$ cat src/rtl/ccff_bitstream_loader_pkg.sv
// Shared types, CRC constants and width helper for the configuration-chain loader.
package ccff_loader_pkg;

  typedef enum logic [1:0] {
    ST_IDLE  = 2'd0,
    ST_LOAD  = 2'd1,
    ST_SHIFT = 2'd2,
    ST_DONE  = 2'd3
  } state_t;

  localparam int unsigned CRC_W    = 16;
  localparam logic [15:0] CRC_POLY = 16'h1021;
  localparam logic [15:0] CRC_INIT = 16'hFFFF;

  // Counter width able to hold values 0..n-1, never narrower than one bit.
  function automatic int unsigned cnt_w(input int unsigned n);
    return (n <= 2) ? 1 : $clog2(n);
  endfunction

endpackage

$ cat src/rtl/ccff_bitstream_loader_if.sv
// Host-side bitstream word channel with valid/ready handshake.
interface ccff_bitstream_loader_if #(
  parameter int unsigned DATA_W = 8
);
  logic [DATA_W-1:0] s_data;
  logic              s_valid;
  logic              s_ready;

  modport master (output s_data, output s_valid, input  s_ready);
  modport slave  (input  s_data, input  s_valid, output s_ready);
endinterface

$ cat src/rtl/ccff_bitstream_loader_crc16.sv
// Serial-input CRC-16-CCITT accumulator over the chain tail (used with CCFF_READBACK_EN).
module ccff_crc16
  import ccff_loader_pkg::*;
(
  input  logic             prog_clk,
  input  logic             prog_reset,
  input  logic             clear,
  input  logic             en,
  input  logic             din,
  output logic [CRC_W-1:0] crc
);

  logic feedback_c;
  assign feedback_c = crc[CRC_W-1] ^ din;

  always_ff @(posedge prog_clk) begin
    if (prog_reset || clear) begin
      crc <= CRC_INIT;
    end else if (en) begin
      crc <= {crc[CRC_W-2:0], 1'b0} ^ (feedback_c ? CRC_POLY : CRC_W'(0));
    end
  end

endmodule

$ cat src/rtl/ccff_bitstream_loader.sv
// Serializes host bitstream words MSB-first into the configuration flip-flop chain.
// Optional CCFF_READBACK_EN adds a CRC-16 of the bits emerging from ccff_tail.
module ccff_bitstream_loader
  import ccff_loader_pkg::*;
#(
  parameter int unsigned CHAIN_LEN = 20,
  parameter int unsigned DATA_W    = 8
) (
`ifdef CCFF_READBACK_EN
  output logic [15:0]             readback_crc,
`endif
  input  logic                    prog_clk,
  input  logic                    prog_reset,
  input  logic                    start,
  ccff_bitstream_loader_if.slave  host,
  output logic                    ccff_head,
  output logic                    prog_clk_en,
  input  logic                    ccff_tail,
  output logic                    busy,
  output logic                    cfg_done
);

  localparam int unsigned NUM_WORDS = (CHAIN_LEN + DATA_W - 1) / DATA_W;
  localparam int unsigned BIT_W     = cnt_w(CHAIN_LEN + 1);
  localparam int unsigned WORD_W    = cnt_w(NUM_WORDS + 1);
  localparam int unsigned REM_W     = cnt_w(DATA_W);

  state_t             state;
  logic [DATA_W-1:0]  sreg;
  logic [DATA_W-1:0]  hold;
  logic               hold_full;
  logic [BIT_W-1:0]   bit_cnt;
  logic [WORD_W-1:0]  word_cnt;
  logic [REM_W-1:0]   rem;

  logic               start_ok_c;
  logic               accept_c;
  logic               word_end_c;
  logic [BIT_W-1:0]   bit_cnt_inc_c;

  assign host.s_ready  = busy && !hold_full && (word_cnt < WORD_W'(NUM_WORDS));
  assign accept_c      = host.s_valid && host.s_ready;
  assign start_ok_c    = start && ((state == ST_IDLE) || (state == ST_DONE));
  assign word_end_c    = (rem == '0);
  assign bit_cnt_inc_c = bit_cnt + BIT_W'(1);

  // Control and datapath; prog_clk_en is re-armed only on cycles that present a bit.
  always_ff @(posedge prog_clk) begin
    if (prog_reset) begin
      state       <= ST_IDLE;
      sreg        <= '0;
      hold        <= '0;
      hold_full   <= 1'b0;
      bit_cnt     <= '0;
      word_cnt    <= '0;
      rem         <= '0;
      ccff_head   <= 1'b0;
      prog_clk_en <= 1'b0;
      busy        <= 1'b0;
      cfg_done    <= 1'b0;
    end else begin
      prog_clk_en <= 1'b0;
      case (state)
        ST_IDLE, ST_DONE: begin
          if (start_ok_c) begin
            state     <= ST_LOAD;
            busy      <= 1'b1;
            cfg_done  <= 1'b0;
            hold_full <= 1'b0;
            bit_cnt   <= '0;
            word_cnt  <= '0;
            rem       <= '0;
          end
        end

        ST_LOAD: begin
          if (accept_c) begin
            ccff_head   <= host.s_data[DATA_W-1];
            sreg        <= {host.s_data[DATA_W-2:0], 1'b0};
            rem         <= REM_W'(DATA_W - 1);
            word_cnt    <= word_cnt + WORD_W'(1);
            prog_clk_en <= 1'b1;
            state       <= ST_SHIFT;
          end
        end

        ST_SHIFT: begin
          bit_cnt <= bit_cnt_inc_c;
          // A word arriving exactly at a starved word boundary bypasses the holding register.
          if (accept_c && !(word_end_c && !hold_full)) begin
            hold      <= host.s_data;
            hold_full <= 1'b1;
            word_cnt  <= word_cnt + WORD_W'(1);
          end
          if (bit_cnt_inc_c == BIT_W'(CHAIN_LEN)) begin
            state    <= ST_DONE;
            busy     <= 1'b0;
            cfg_done <= 1'b1;
          end else if (!word_end_c) begin
            ccff_head   <= sreg[DATA_W-1];
            sreg        <= {sreg[DATA_W-2:0], 1'b0};
            rem         <= rem - REM_W'(1);
            prog_clk_en <= 1'b1;
          end else if (hold_full) begin
            ccff_head   <= hold[DATA_W-1];
            sreg        <= {hold[DATA_W-2:0], 1'b0};
            rem         <= REM_W'(DATA_W - 1);
            hold_full   <= 1'b0;
            prog_clk_en <= 1'b1;
          end else if (accept_c) begin
            ccff_head   <= host.s_data[DATA_W-1];
            sreg        <= {host.s_data[DATA_W-2:0], 1'b0};
            rem         <= REM_W'(DATA_W - 1);
            word_cnt    <= word_cnt + WORD_W'(1);
            prog_clk_en <= 1'b1;
          end else begin
            state <= ST_LOAD;
          end
        end

        default: state <= ST_IDLE;
      endcase
    end
  end

`ifdef CCFF_READBACK_EN
  ccff_crc16 u_crc (
    .prog_clk   (prog_clk),
    .prog_reset (prog_reset),
    .clear      (start_ok_c),
    .en         (prog_clk_en),
    .din        (ccff_tail),
    .crc        (readback_crc)
  );
`else
  logic unused_tail;
  assign unused_tail = ccff_tail;
`endif

endmodule

$ cat src/flat_wrapper.sv
// flat-port wrapper written by rule: the top's interface ports become plain ports
module ccff_bitstream_loader_flat import ccff_loader_pkg::*;
#(
  parameter int unsigned CHAIN_LEN = 20,
  parameter int unsigned DATA_W    = 8
)
  (prog_clk, prog_reset, start, ccff_head, prog_clk_en, ccff_tail, busy, cfg_done, host_s_data, host_s_valid, host_s_ready);
  ccff_bitstream_loader_if #(.DATA_W(DATA_W)) host_i ();
  input  logic prog_clk;
  input  logic prog_reset;
  input  logic start;
  output logic ccff_head;
  output logic prog_clk_en;
  input  logic ccff_tail;
  output logic busy;
  output logic cfg_done;
  input wire logic [$bits(host_i.s_data)-1:0] host_s_data;
  input wire logic [$bits(host_i.s_valid)-1:0] host_s_valid;
  output wire logic [$bits(host_i.s_ready)-1:0] host_s_ready;
  assign host_i.s_data = host_s_data;
  assign host_i.s_valid = host_s_valid;
  assign host_s_ready = host_i.s_ready;
  ccff_bitstream_loader #(.CHAIN_LEN(CHAIN_LEN), .DATA_W(DATA_W)) u_core (.prog_clk(prog_clk), .prog_reset(prog_reset), .start(start), .host(host_i), .ccff_head(ccff_head), .prog_clk_en(prog_clk_en), .ccff_tail(ccff_tail), .busy(busy), .cfg_done(cfg_done));
endmodule
$ cat config.mk
export PLATFORM = sky130hd
export DESIGN_NAME = ccff_bitstream_loader_flat
export DESIGN_NICKNAME = d
export VERILOG_FILES = /design/src/rtl/ccff_bitstream_loader_pkg.sv /design/src/rtl/ccff_bitstream_loader_if.sv /design/src/rtl/ccff_bitstream_loader_crc16.sv /design/src/rtl/ccff_bitstream_loader.sv /design/src/flat_wrapper.sv
export SDC_FILE = /design/constraint.sdc
export NUM_CORES = 1
export LEC_CHECK = 0
export ABC_CLOCK_PERIOD_IN_PS = 2600
export CELL_PAD_IN_SITES_DETAIL_PLACEMENT = 1
export CELL_PAD_IN_SITES_GLOBAL_PLACEMENT = 1
export CORE_MARGIN = 1
export CORE_UTILIZATION = 44
export CTS_BUF_LIST = sky130_fd_sc_hd__clkbuf_4 sky130_fd_sc_hd__clkbuf_8
export DETAILED_ROUTE_END_ITERATION = 16
export PLACE_DENSITY_LB_ADDON = 0.1
export REMOVE_ABC_BUFFERS = 1
export SLEW_MARGIN = 0
export SYNTH_ARGS = -nofsm -noshare
export SYNTH_HDL_FRONTEND = slang
export SYNTH_HIERARCHICAL = 1
export SYNTH_SLANG_ARGS = --single-unit
$ cat constraint.sdc
create_clock -name prog_clk -period 2.6 [get_ports prog_clk]
set_clock_uncertainty 0.2 [all_clocks]
set_input_delay 0.26 -clock prog_clk [delete_from_list [all_inputs] [get_ports prog_clk]]
set_output_delay 0.26 -clock prog_clk [all_outputs]
set_load 0.02 [all_outputs]
==> impl_results.md <==
* Peak VDD IR at between 0.3 and 0.4 mV
* Ordered cell list for the critical path: buf_4, nor3b_1, clkdlybuf4s50_1
* Max cap viols at 0
* Count of final setup violators at 0
* Post-synthesis cell type count at 43
* H-tree levels at 2
* Synth warn at 6
* Crit path buffers/inverters at 2
* Slowest-stage cell, CP: clkdlybuf4s50_1
* Post-synth ARST share at 0
* Area Overhead vs Synth at 15.69%
* RSZ-0062 raised after global routing: no
* Critical Path AT at about 1.9 ns
* Starting DRT DRC Count at about 100
* Ys flop type: dfxtp_1
* IO Count at 18
* Post-Route WL at 5089 µm
* # nets final at roughly 260
* Row count at 23
* GRT Overall Usage at 0.2559
* Hold slack at 0.2649 ns
* Initial antenna violation count at 0
* DRT Pass-1 Iters at 4
* Post-Place Setup Slack at between 0.3 and 0.4 ns
* Final Hold Vio Count at 0
* Gp weighted congestion at ~0.83
* CP max FO at 8
* Clock-pin slew on the worst setup and hold paths at 0.06 ns
* DP HPWL at ~3600 µm
* CTS root buffer: clkbuf_8
* Skew-Pair Late Insertion Delay at ~0.28 ns
* Num CTS Buffers at 5
* Post_cts resized at 0
* Diode count at 0
* Vias after detailed routing at roughly 1,700
* Post-cts hold buffer count at 0
* Clock period minus final worst setup slack at roughly 2.3 ns
* Worst Max-Slew Pin Slew at 0.6063 ns
* Die outline width at around 66 µm
* Sequential fraction of the synthesis area at 0.3634
* ANT nets after route at 0
* Final WS setup at 0.2642 ns
* Pwr per Cell Area at between 500 and 600 nW/µm²
* Placeable Area at a little under 4000 µm²
* Lkg Pwr at 0.7012 nW
* Initial Util at 0.4578
* Die area at approximately 4400 µm²
* Post-synth EDFFs at 0
* CP top delay family: buffers and inverters
* Gr ovfl total at 0
* Final TNS setup at 0 ns
* Mean number of vias per cell at 5.935
* CP Launch Type: flop
* Synthesized area at 1818 µm²
* Worst-case clock buffer depth at 2
* Synthesized area per cell at 7.904 µm²
* WP data required at ~2.1 ns
* Max-slew violation count at 0
* Slew margin rel. at 0.5915
* Share of cells above drive strength 1 at 0.09465
* Final worst path period share at 0.8984
* DR WL/cell at about 17 µm
* Synthesized flop and latch total at 33
* Largest net degree at the start of global routing at 24
* DRC at 0
* First-pass GRT wire length at around 8500 µm
* I/O Buffers at 16
* Crit Path Category: flop to output pin
* Delay of the slowest critical-path stage at between 0.6 and 0.7 ns
* Cells after synthesis at between 200 and 250
* Tightest Hold Check Type: flop to flop
* Fmax at roughly 430 MHz
* Status: complete, no violations
* Worst setup EP type: output pin
* Postcts setup bufs at 0
* Vias in the first global route at 1,841
* Die H at about 66 µm
* TritonCTS Sinks at 33
* TritonCTS clock tree: yes
==> flip-flops by register name, indices dropped and copies added (netlist names) <==
register,flops
u_core/hold,8
u_core/ccff_head,1
u_core/busy,1
u_core/prog_clk_en,1
u_core/word_cnt,2
u_core/sreg,8
u_core/hold_full,1
u_core/rem,3
u_core/cfg_done,1
u_core/bit_cnt,5
u_core/state,2
==> routing by layer <==
metal / wire length [µm] / track usage / up-vias
met3: 163 / 0.05690 / 10
met4: 84 / 0.07713 / 0
met2: 2590 / 0.4630 / 34
met1: 2251 / 0.2963 / 849
li1: - / - / 846
met5: 0 / 0 / -
==> final timing paths <==
| path | start | to | slack, ns | cells past startpoint |
|---|---|---|---|---|
| max | u_core/hold_full | host_s_ready | 0.26 | 3 |
| min | u_core/hold[3] | u_core/hold[3] | 0.26 | 2 |
| max reg2reg | u_core/state[0] | u_core/state[0] | 0.32 | 7 |
| min reg2reg | u_core/hold[3] | u_core/hold[3] | 0.26 | 2 |
==> power breakdown <==
part | internal (mW) | leakage [nW] | switching [mW]
sequential | 0.519 | 0.267 | 0.0119
combinational | 0.0825 | 0.387 | 0.146
clock | 0.220 | 0.0477 | 0.178
==> cell usage in the layout (no fill, tap or decap), types with 2 or more instances in the layout <==
master / instances
nor2_1: 10
o21ai_0: 17
o21a_1: 2
a32oi_1: 2
a31o_2: 2
nand3_1: 13
inv_1: 13
a21oi_1: 23
nor3_1: 5
nand2_1: 37
a22oi_1: 11
a21boi_0: 3
o2bb2ai_1: 8
clkdlybuf4s50_1: 16
and2_4: 2
dfxtp_1: 33
clkbuf_8: 6
buf_4: 6
ha_1: 7
and3_1: 2
and2_1: 2
mux2i_1: 2
==> cell type report <==
class                           count  area [µm²]
Fill cell                         484        1868
Sequential cell                    33       660.6
Tap cell                           50       62.56
Timing Repair Buffer               22       205.2
Multi-Input combinational cell    168        1036
Clock buffer                        7       90.09
Inverter                           13       48.80
==> through the flow <==
| stage | instances | cell area [µm²] | util | power (mW) |
|---|---|---|---|---|
| 6_report | 293 | 2103 | 0.5296 | 1.158 |
| 5_1_grt | 293 | 2103 | 0.5296 | 1.220 |
| 4_1_cts | 293 | 2103 | 0.5296 | 1.172 |
| 3_5_place_dp | 286 | 2013 | 0.5069 | 0.7663 |
| 3_3_place_gp | 286 | 2013 | 0.5069 | 0.7581 |
| 2_1_floorplan | 214 | 1745 | - | 0.6753 |
==> logic make-up (layout without fill, tap and decap cells) <==
kind of cell | Yosys count | in the layout | share of synthesized area
muxes | 3 | 3 | 0.01927
buffers and inverters | 29 | 42 | 0.06676
adders and majority gates | 7 | 7 | 0.04817
and+or+nand+nor | 80 | 80 | 0.2175
DFF | 33 | 33 | 0.3634
AOI/OAI and AO/OA | 78 | 78 | 0.2849
==> cell usage after synthesis, types with 2 or more instances <==
| library cell | n | area [µm²] |
|---|---|---|
| and2_1 | 2 | 12.51 |
| a31o_2 | 2 | 17.52 |
| buf_1 | 2 | 7.510 |
| ha_1 | 7 | 87.58 |
| clkbuf_1 | 9 | 33.78 |
| and3_1 | 2 | 12.51 |
| a32oi_1 | 2 | 17.52 |
| a21boi_0 | 3 | 22.52 |
| o21a_1 | 2 | 15.01 |
| nand2_1 | 37 | 138.9 |
| nand3_1 | 13 | 65.06 |
| nor3_1 | 5 | 25.02 |
| dfxtp_1 | 33 | 660.6 |
| a21oi_1 | 23 | 115.1 |
| and2_4 | 2 | 17.52 |
| a22oi_1 | 11 | 82.58 |
| o2bb2ai_1 | 8 | 70.07 |
| buf_2 | 4 | 20.02 |
| inv_1 | 13 | 48.80 |
| mux2i_1 | 2 | 20.02 |
| o21ai_0 | 17 | 85.08 |
| nor2_1 | 10 | 37.54 |
==> worst min-delay path: stages, from the launching register on <==
cell and delay (ns):
dfxtp_1 0.31, nand2_1 0.05, a21oi_1 0.05
Note: power is estimated with default switching activity, not from simulation.
